## src/rtl/util_pkg.sv

```systemverilog
// Shared instruction-cache types, geometry constants and address-split helpers.
package util_pkg;

    localparam int PC_BITS      = 32;
    localparam int FETCH_WIDTH  = 64;
    localparam int INSTR_BITS   = 32;
    localparam int ICACHE_LINES = 16;
    localparam int OFF_BITS     = 3;
    localparam int IDX_BITS     = $clog2(ICACHE_LINES);
    localparam int TAG_BITS     = PC_BITS - IDX_BITS - OFF_BITS;

    typedef enum logic [1:0] {
        IDLE = 2'd0,
        REQ  = 2'd1,
        WAIT = 2'd2
    } icache_state_e;

    typedef struct packed {
        logic               valid;
        logic [PC_BITS-1:0] addr;
    } icache_req_s;

    typedef struct packed {
        logic                   valid;
        logic                   miss;
        logic                   partial;
        logic [PC_BITS-1:0]     pc;
        logic [FETCH_WIDTH-1:0] data;
    } icache_resp_s;

    typedef struct packed {
        logic                   valid;
        logic [TAG_BITS-1:0]    tag;
        logic [FETCH_WIDTH-1:0] data;
    } icache_line_s;

    function automatic logic [IDX_BITS-1:0] idx_of(input logic [PC_BITS-1:0] a);
        return a[OFF_BITS +: IDX_BITS];
    endfunction

    function automatic logic [TAG_BITS-1:0] tag_of(input logic [PC_BITS-1:0] a);
        return a[PC_BITS-1 -: TAG_BITS];
    endfunction

    function automatic logic [PC_BITS-1:0] line_addr(input logic [PC_BITS-1:0] a);
        return {a[PC_BITS-1:OFF_BITS], {OFF_BITS{1'b0}}};
    endfunction

endpackage

```

## src/rtl/icache_responder_if.sv

```systemverilog
// Fetch-side and refill-side signal bundle of the instruction-cache responder.
interface icache_responder_if;
    import util_pkg::*;

    logic                   req_valid_i;
    logic [PC_BITS-1:0]     req_addr_i;
    logic                   flush_i;
    logic                   inv_all_i;
    logic                   resp_valid_o;
    logic                   resp_miss_o;
    logic [PC_BITS-1:0]     resp_pc_o;
    logic [FETCH_WIDTH-1:0] resp_data_o;
    logic                   resp_partial_o;
    logic                   mem_req_valid_o;
    logic [PC_BITS-1:0]     mem_req_addr_o;
    logic                   mem_req_ready_i;
    logic                   mem_resp_valid_i;
    logic [FETCH_WIDTH-1:0] mem_resp_data_i;

    modport slave (
        input  req_valid_i, req_addr_i, flush_i, inv_all_i,
        input  mem_req_ready_i, mem_resp_valid_i, mem_resp_data_i,
        output resp_valid_o, resp_miss_o, resp_pc_o, resp_data_o, resp_partial_o,
        output mem_req_valid_o, mem_req_addr_o
    );

    modport master (
        output req_valid_i, req_addr_i, flush_i, inv_all_i,
        output mem_req_ready_i, mem_resp_valid_i, mem_resp_data_i,
        input  resp_valid_o, resp_miss_o, resp_pc_o, resp_data_o, resp_partial_o,
        input  mem_req_valid_o, mem_req_addr_o
    );

endinterface

```

## src/rtl/icache_line_array.sv

```systemverilog
// Direct-mapped tag/data/valid storage: one combinational read port, one write
// port and a clear-all for the valid bits (clear wins over a same-edge write).
module icache_line_array
    import util_pkg::*;
(
    input  logic                   clk,
    input  logic                   rst,
    input  logic                   clr_all_i,
    input  logic [IDX_BITS-1:0]    rd_idx_i,
    output icache_line_s           rd_line_o,
    input  logic                   wr_en_i,
    input  logic [IDX_BITS-1:0]    wr_idx_i,
    input  logic [TAG_BITS-1:0]    wr_tag_i,
    input  logic [FETCH_WIDTH-1:0] wr_data_i
);

    logic [ICACHE_LINES-1:0] valid_q;
    logic [ICACHE_LINES-1:0] valid_d;
    logic [TAG_BITS-1:0]     tag_q  [ICACHE_LINES];
    logic [FETCH_WIDTH-1:0]  data_q [ICACHE_LINES];

    always_comb begin
        valid_d = valid_q;
        if (clr_all_i) begin
            valid_d = '0;
        end else if (wr_en_i) begin
            valid_d[wr_idx_i] = 1'b1;
        end else begin
            valid_d = valid_q;
        end
    end

    always_ff @(posedge clk or posedge rst) begin
        if (rst) begin
            valid_q <= '0;
        end else begin
            valid_q <= valid_d;
        end
    end

    // Payload needs no reset: it is only ever observed behind its valid bit.
    always_ff @(posedge clk) begin
        if (wr_en_i) begin
            tag_q[wr_idx_i]  <= wr_tag_i;
            data_q[wr_idx_i] <= wr_data_i;
        end
    end

    always_comb begin
        rd_line_o       = '0;
        rd_line_o.valid = valid_q[rd_idx_i];
        rd_line_o.tag   = tag_q[rd_idx_i];
        rd_line_o.data  = data_q[rd_idx_i];
    end

endmodule

```

## src/rtl/icache_responder.sv

```systemverilog
// Answers each fetch one cycle later with a hit or a miss and runs a
// single-outstanding refill toward lower memory.
module icache_responder
    import util_pkg::*;
(
    input  logic                clk,
    input  logic                rst,
    icache_responder_if.slave   bus
);

    icache_state_e      state_q, state_d;
    logic [PC_BITS-1:0] fill_addr_q, fill_addr_d;
    logic               poison_q, poison_d;
    icache_resp_s       resp_q, resp_d;
    icache_req_s        req_s;
    icache_line_s       rd_line_s;
    logic               lookup_s;
    logic               hit_s;
    logic               wr_en_s;

    assign req_s.valid = bus.req_valid_i;
    assign req_s.addr  = bus.req_addr_i;
    assign lookup_s    = req_s.valid && !bus.flush_i;
    assign hit_s       = rd_line_s.valid && (rd_line_s.tag == tag_of(req_s.addr));
    // A same-edge invalidate must also block the install.
    assign wr_en_s     = (state_q == WAIT) && bus.mem_resp_valid_i && !poison_q && !bus.inv_all_i;

    icache_line_array u_array (
        .clk       (clk),
        .rst       (rst),
        .clr_all_i (bus.inv_all_i),
        .rd_idx_i  (idx_of(req_s.addr)),
        .rd_line_o (rd_line_s),
        .wr_en_i   (wr_en_s),
        .wr_idx_i  (idx_of(fill_addr_q)),
        .wr_tag_i  (tag_of(fill_addr_q)),
        .wr_data_i (bus.mem_resp_data_i)
    );

    always_comb begin
        resp_d = '0;
        if (lookup_s) begin
            resp_d.pc = req_s.addr;
            if (hit_s) begin
                resp_d.valid   = 1'b1;
                resp_d.partial = req_s.addr[2];
                if (req_s.addr[2]) begin
                    resp_d.data = {{(FETCH_WIDTH-INSTR_BITS){1'b0}},
                                   rd_line_s.data[FETCH_WIDTH-1 -: INSTR_BITS]};
                end else begin
                    resp_d.data = rd_line_s.data;
                end
            end else begin
                resp_d.miss = 1'b1;
            end
        end else begin
            resp_d = '0;
        end
    end

    always_comb begin
        state_d     = state_q;
        fill_addr_d = fill_addr_q;
        if (bus.inv_all_i && (state_q != IDLE)) begin
            poison_d = 1'b1;
        end else begin
            poison_d = poison_q;
        end
        case (state_q)
            IDLE: begin
                if (lookup_s && !hit_s) begin
                    state_d     = REQ;
                    fill_addr_d = line_addr(req_s.addr);
                end else begin
                    state_d = IDLE;
                end
            end
            REQ: begin
                if (bus.mem_req_ready_i) begin
                    state_d = WAIT;
                end else begin
                    state_d = REQ;
                end
            end
            WAIT: begin
                if (bus.mem_resp_valid_i) begin
                    state_d  = IDLE;
                    poison_d = 1'b0;
                end else begin
                    state_d = WAIT;
                end
            end
            default: begin
                state_d  = IDLE;
                poison_d = 1'b0;
            end
        endcase
    end

    always_ff @(posedge clk or posedge rst) begin
        if (rst) begin
            state_q     <= IDLE;
            fill_addr_q <= '0;
            poison_q    <= 1'b0;
            resp_q      <= '0;
        end else begin
            state_q     <= state_d;
            fill_addr_q <= fill_addr_d;
            poison_q    <= poison_d;
            resp_q      <= resp_d;
        end
    end

    assign bus.resp_valid_o    = resp_q.valid;
    assign bus.resp_miss_o     = resp_q.miss;
    assign bus.resp_partial_o  = resp_q.partial;
    assign bus.resp_pc_o       = resp_q.pc;
    assign bus.resp_data_o     = resp_q.data;
    assign bus.mem_req_valid_o = (state_q == REQ);
    assign bus.mem_req_addr_o  = fill_addr_q;

endmodule

```

## src/flat_wrapper.sv

```systemverilog
// flat-port wrapper written by rule: the top's interface ports become plain ports
module icache_responder_flat import util_pkg::*;
  (clk, rst, bus_req_valid_i, bus_req_addr_i, bus_flush_i, bus_inv_all_i, bus_mem_req_ready_i, bus_mem_resp_valid_i, bus_mem_resp_data_i, bus_resp_valid_o, bus_resp_miss_o, bus_resp_pc_o, bus_resp_data_o, bus_resp_partial_o, bus_mem_req_valid_o, bus_mem_req_addr_o);
  icache_responder_if bus_i ();
  input  logic clk;
  input  logic rst;
  input wire logic [$bits(bus_i.req_valid_i)-1:0] bus_req_valid_i;
  input wire logic [$bits(bus_i.req_addr_i)-1:0] bus_req_addr_i;
  input wire logic [$bits(bus_i.flush_i)-1:0] bus_flush_i;
  input wire logic [$bits(bus_i.inv_all_i)-1:0] bus_inv_all_i;
  input wire logic [$bits(bus_i.mem_req_ready_i)-1:0] bus_mem_req_ready_i;
  input wire logic [$bits(bus_i.mem_resp_valid_i)-1:0] bus_mem_resp_valid_i;
  input wire logic [$bits(bus_i.mem_resp_data_i)-1:0] bus_mem_resp_data_i;
  output wire logic [$bits(bus_i.resp_valid_o)-1:0] bus_resp_valid_o;
  output wire logic [$bits(bus_i.resp_miss_o)-1:0] bus_resp_miss_o;
  output wire logic [$bits(bus_i.resp_pc_o)-1:0] bus_resp_pc_o;
  output wire logic [$bits(bus_i.resp_data_o)-1:0] bus_resp_data_o;
  output wire logic [$bits(bus_i.resp_partial_o)-1:0] bus_resp_partial_o;
  output wire logic [$bits(bus_i.mem_req_valid_o)-1:0] bus_mem_req_valid_o;
  output wire logic [$bits(bus_i.mem_req_addr_o)-1:0] bus_mem_req_addr_o;
  assign bus_i.req_valid_i = bus_req_valid_i;
  assign bus_i.req_addr_i = bus_req_addr_i;
  assign bus_i.flush_i = bus_flush_i;
  assign bus_i.inv_all_i = bus_inv_all_i;
  assign bus_i.mem_req_ready_i = bus_mem_req_ready_i;
  assign bus_i.mem_resp_valid_i = bus_mem_resp_valid_i;
  assign bus_i.mem_resp_data_i = bus_mem_resp_data_i;
  assign bus_resp_valid_o = bus_i.resp_valid_o;
  assign bus_resp_miss_o = bus_i.resp_miss_o;
  assign bus_resp_pc_o = bus_i.resp_pc_o;
  assign bus_resp_data_o = bus_i.resp_data_o;
  assign bus_resp_partial_o = bus_i.resp_partial_o;
  assign bus_mem_req_valid_o = bus_i.mem_req_valid_o;
  assign bus_mem_req_addr_o = bus_i.mem_req_addr_o;
  icache_responder u_core (.clk(clk), .rst(rst), .bus(bus_i));
endmodule
```

## config.mk

```make
export PLATFORM = sky130hd
export DESIGN_NAME = icache_responder_flat
export DESIGN_NICKNAME = d
export VERILOG_FILES = /design/src/rtl/util_pkg.sv /design/src/rtl/icache_responder_if.sv /design/src/rtl/icache_line_array.sv /design/src/rtl/icache_responder.sv /design/src/flat_wrapper.sv
export SDC_FILE = /design/constraint.sdc
export NUM_CORES = 1
export LEC_CHECK = 0
export CORE_MARGIN = 1.5
export CORE_UTILIZATION = 43
export CTS_BUF_LIST = sky130_fd_sc_hd__clkbuf_8
export CTS_CLUSTER_DIAMETER = 200
export DETAILED_ROUTE_END_ITERATION = 12
export GPL_TIMING_DRIVEN = 0
export HOLD_SLACK_MARGIN = 0.08
export PLACE_DENSITY = 0.62
export SETUP_SLACK_MARGIN = 0.02
export SYNTH_ARGS = -nofsm -noshare
export SYNTH_HDL_FRONTEND = slang
export SYNTH_HIERARCHICAL = 1
export SYNTH_SLANG_ARGS = --single-unit
```

## constraint.sdc

```tcl
create_clock -name clk -period 12.7 [get_ports clk]
set_input_delay 2.54 -clock clk [delete_from_list [all_inputs] [get_ports clk]]
set_output_delay 2.54 -clock clk [all_outputs]
set_load 0.02 [all_outputs]
```

==> qor.txt <==
STATUS
------------------------------------------------------------------------------------------------------
Result of the run ....................................................................... finished, final reports clean

CLOCKING
------------------------------------------------------------------------------------------------------
Root buffer cell ........................................................................ sky130_fd_sc_hd__clkbuf_8
TritonCTS clock tree ....................................................................        built
Clock buffer depth ......................................................................            4
Number of CTS-inserted buffers ..........................................................          275
Setup bufs post-CTS .....................................................................            0
Total of cells resized after clock tree synthesis .......................................            0
Maximum level of the CTS H-tree .........................................................            5
Insertion delay to the later sink of the worst-skew pair ................................      0.94 ns
Clock transition at the register clock pins on the worst setup and hold paths after CTS .      0.07 ns
Quantity of hold-fixing buffers added after cts .........................................            0
Num Clock Sinks .........................................................................         1571

FLOORPLANNING
------------------------------------------------------------------------------------------------------
Horizontal extent of the die ............................................................       374 um
Ports placed on the boundary ............................................................          235
Height of the die .......................................................................       374 um
Die footprint ...........................................................................   140000 um2
Initial cell density of the core ........................................................        43.5%
CORE AREA ...............................................................................   136000 um2
Number of standard-cell rows in the floorplan ...........................................          135

SETUP PATH
------------------------------------------------------------------------------------------------------
Critical Setup Path Class ............................................................... input port to flip-flop
Crit path launch type ...................................................................   input port
Crit path max fanout ....................................................................           10
Required time at the endpoint of the critical path ......................................     13.53 ns
First element of the critical path ...................................................... bus_req_addr_i[4]
Logic depth of the worst register-to-register path ......................................            9
Critical path capture point type ........................................................    flip-flop
Critical register-to-register path endpoint ............................................. u_core/bus.resp_data_o[40]$_DFF_PP0_
Crit path arrival time ..................................................................      8.90 ns
Worst-case register-to-register setup slack .............................................      8.11 ns
Beginning of the worst register-to-register path ........................................ u_core/u_array/tag_q[2][0]$_DFFE_PP_

SYNTH
------------------------------------------------------------------------------------------------------
Post-synthesis cell count ...............................................................         2630
Mapped cell area ........................................................................    59200 um2
Yosys cell types ........................................................................           44
Post-synthesis async set-or-reset flop share ............................................        9.36%
Part of the Yosys area used for sequential elements .....................................        78.4%
Area contributors post-synth ............................................................ sky130_fd_sc_hd__edfxtp_1, sky130_fd_sc_hd__mux4_2, sky130_fd_sc_hd__dfrtp_1
Top flip-flop cell by instance count after synthesis .................................... sky130_fd_sc_hd__edfxtp_1
Synth Warn # ............................................................................            6
Number of flops mapped to enable cells by yosys .........................................         1424
Top-area cell type share of the netlist area ............................................        72.2%
Area leader, netlist .................................................................... sky130_fd_sc_hd__edfxtp_1
Average size of a mapped cell ...........................................................     22.5 um2
Synthesis-stage register bit count ......................................................         1571

POWER AND IR DROP
------------------------------------------------------------------------------------------------------
Pleak ...................................................................................      23.6 nW
Peak supply drop ........................................................................       113 uV
Power, Total ............................................................................      11.0 mW
Pwr/cell area ...........................................................................   155 nW/um2

CELLS AND AREA
------------------------------------------------------------------------------------------------------
Area added between synthesis and finish .................................................        19.6%
Commonest non-fill, non-tap cell in the layout .......................................... sky130_fd_sc_hd__edfxtp_1
Final Non-Filler Cells ..................................................................         5223
Share of final-layout standard cells stronger than drive strength 1 .....................        27.9%
Post-route standard cell area excluding fillers .........................................    70800 um2
Commonest non-fill, non-tap cells in the layout ......................................... sky130_fd_sc_hd__edfxtp_1, sky130_fd_sc_hd__mux4_2, sky130_fd_sc_hd__clkbuf_8
Layout Nets .............................................................................         3354

STA
------------------------------------------------------------------------------------------------------
Pins Over Slew Limit ....................................................................            0
Number of failing hold endpoints at the final stage .....................................            0
Tcrit/Tclk final ........................................................................        63.5%
Post-Route Setup TNS ....................................................................         0 ns
Slew headroom ...........................................................................        15.6%
Setup repair after global routing missed its margin .....................................           no
Max Clock Freq ..........................................................................      124 MHz
Shortest period the worst path allows ...................................................      8.07 ns
Worst Skew ..............................................................................    0.0433 ns
Pin slew with the least headroom to its limit ...........................................      1.27 ns
Hold slack ..............................................................................     0.510 ns
Setup-failing EPs final .................................................................            0

GLOBAL ROUTING
------------------------------------------------------------------------------------------------------
Aggregate global routing overflow .......................................................            0
Overall track demand over capacity in global routing ....................................        22.8%
Pin count of the biggest net entering global routing ....................................           58
First-pass GRT wire length ..............................................................    226000 um
Via count of the first global-routing pass ..............................................        31600
Antenna violations before repair ........................................................           22

HOLD PATH
------------------------------------------------------------------------------------------------------
WHS Endpoint ............................................................................ u_core/u_array/valid_q[6]$_DFFE_PP0P_
Hold/Removal Path Class ................................................................. flip-flop to flip-flop
Cell depth of the worst hold path .......................................................            2
Worst Min Path Start .................................................................... u_core/u_array/valid_q[6]$_DFFE_PP0P_

PLACED DESIGN
------------------------------------------------------------------------------------------------------
Post-placement cell count ...............................................................         4755
Dpl hpwl ................................................................................    104000 um
Area post-placement .....................................................................    65800 um2
Final estimated routing congestion in global placement ..................................        0.772
Number of port buffers ..................................................................          230

DRT
------------------------------------------------------------------------------------------------------
Total routed wirelength .................................................................    159000 um
Number of nets still failing antenna checks after routing ...............................            0
Total DRC errors in the routed layout ...................................................            0
Drt via density .........................................................................         5.81
Vias post-DR ............................................................................        30300
DR pass1 iterations .....................................................................            6
WL per Instance .........................................................................      30.5 um
Number of DRC markers in iteration 0 ....................................................         3405

FLOW RUN
------------------------------------------------------------------------------------------------------
Max-cap violations ......................................................................            0

-- where the power goes --
group          leakage (nW)  total [mW]  internal [mW]  switching [mW]
logic                  6.03       0.720          0.298           0.422
clock network          2.82        4.25           2.30            1.95
registers              14.8        6.00           5.83           0.169
-- synth_stat cells, types with 3 or more instances --
master,instances
sky130_fd_sc_hd__a22oi_1,180
sky130_fd_sc_hd__dfrtp_1,147
sky130_fd_sc_hd__clkbuf_1,64
sky130_fd_sc_hd__nor3_1,4
sky130_fd_sc_hd__xor2_1,12
sky130_fd_sc_hd__nor2_1,38
sky130_fd_sc_hd__a21oi_1,12
sky130_fd_sc_hd__buf_2,39
sky130_fd_sc_hd__nor2b_1,7
sky130_fd_sc_hd__edfxtp_1,1424
sky130_fd_sc_hd__inv_1,5
sky130_fd_sc_hd__nor2_4,27
sky130_fd_sc_hd__and2_1,64
sky130_fd_sc_hd__mux2_2,14
sky130_fd_sc_hd__nand2_1,94
sky130_fd_sc_hd__buf_6,6
sky130_fd_sc_hd__mux2i_1,32
sky130_fd_sc_hd__mux4_2,360
sky130_fd_sc_hd__a31oi_1,4
sky130_fd_sc_hd__buf_1,6
sky130_fd_sc_hd__xnor2_1,13
sky130_fd_sc_hd__nand2b_1,4
sky130_fd_sc_hd__nor4_1,3
sky130_fd_sc_hd__buf_12,3
sky130_fd_sc_hd__mux2_4,15
sky130_fd_sc_hd__buf_4,25
sky130_fd_sc_hd__nand4_1,6
-- area by class of cell --
| type | instances | area [um2] |
|---|---|---|
| well taps | 1781 | 2230 |
| plain buffers | 143 | 773 |
| diodes | 6 | 15.0 |
| inverters | 5 | 23.8 |
| clock inverters | 173 | 972 |
| multi-input cells | 913 | 12100 |
| flip-flops and latches | 1571 | 46400 |
| repair buffers | 342 | 4250 |
| clock buffers | 289 | 3980 |
| fillers | 10400 | 65200 |
-- cell families after synthesis --
group                     share of synthesized area [%]
xor gates and xnor gates                          0.370
and+or+nand+nor                                    2.48
buffers and inverters                              1.34
other                                           0.00633
muxes                                              14.9
AOI/OAI and AO/OA                                  2.50
DFF                                                78.4
-- metal layers --
layer | GRT usage (%) | up-vias | part of all wire (%)
met3 | 6.10 | 350 | 9.5
met5 | 0 | - | 0.086
met1 | 30.9 | 16100 | 40
met4 | 7.37 | 22 | 2.8
li1 | - | 12200 | -
met2 | 36.2 | 1626 | 48
-- metrics by stage --
step           setup slack (ns)  utilization, %
2_1_floorplan              2.29               -
3_3_place_gp              -7.68            46.9
3_5_place_dp               3.85            48.4
4_1_cts                    4.81            52.1
5_1_grt                    4.54            52.1
6_report                   4.63            52.1
-- sequential cells by signal (all words and copies together), names as in the netlist --
signal                     count
u_core/u_array/tag_q         400
u_core/state_q                 2
u_core/bus.resp_miss_o         1
u_core/bus.resp_partial_o      1
u_core/bus.resp_valid_o        1
u_core/poison_q                1
u_core/u_array/valid_q        16
u_core/bus.resp_data_o        64
u_core/u_array/data_q       1024
u_core/bus.resp_pc_o          32
u_core/bus.mem_req_addr_o     29
-- worst max-delay path: stages --
cell and delay [ns]:
sky130_fd_sc_hd__clkdlybuf4s50_1 0.62, sky130_fd_sc_hd__buf_2 0.35, sky130_fd_sc_hd__buf_2 0.49, sky130_fd_sc_hd__buf_1 0.80
sky130_fd_sc_hd__mux4_2 0.42, sky130_fd_sc_hd__a22oi_1 0.23, sky130_fd_sc_hd__nand2_1 0.12, sky130_fd_sc_hd__xnor2_1 0.62
sky130_fd_sc_hd__nand4_1 0.17, sky130_fd_sc_hd__or4_1 0.58, sky130_fd_sc_hd__nor4_4 0.74, sky130_fd_sc_hd__clkbuf_1 0.85
sky130_fd_sc_hd__and2_1 0.31
-- how the worst max path moves through the flow --
stage                                              endpoint  slack [ns]
finish                 u_core/bus.resp_data_o[40]$_DFF_PP0_        4.63
global route           u_core/bus.resp_data_o[40]$_DFF_PP0_        4.54
CTS                    u_core/bus.resp_data_o[40]$_DFF_PP0_        4.81
detailed placement     u_core/bus.resp_data_o[40]$_DFF_PP0_        3.85
global placement    u_core/u_array/data_q[12][53]$_DFFE_PP_       -7.68
floorplan             u_core/u_array/data_q[0][0]$_DFFE_PP_        2.29
Power figures use the tool's default switching activity.
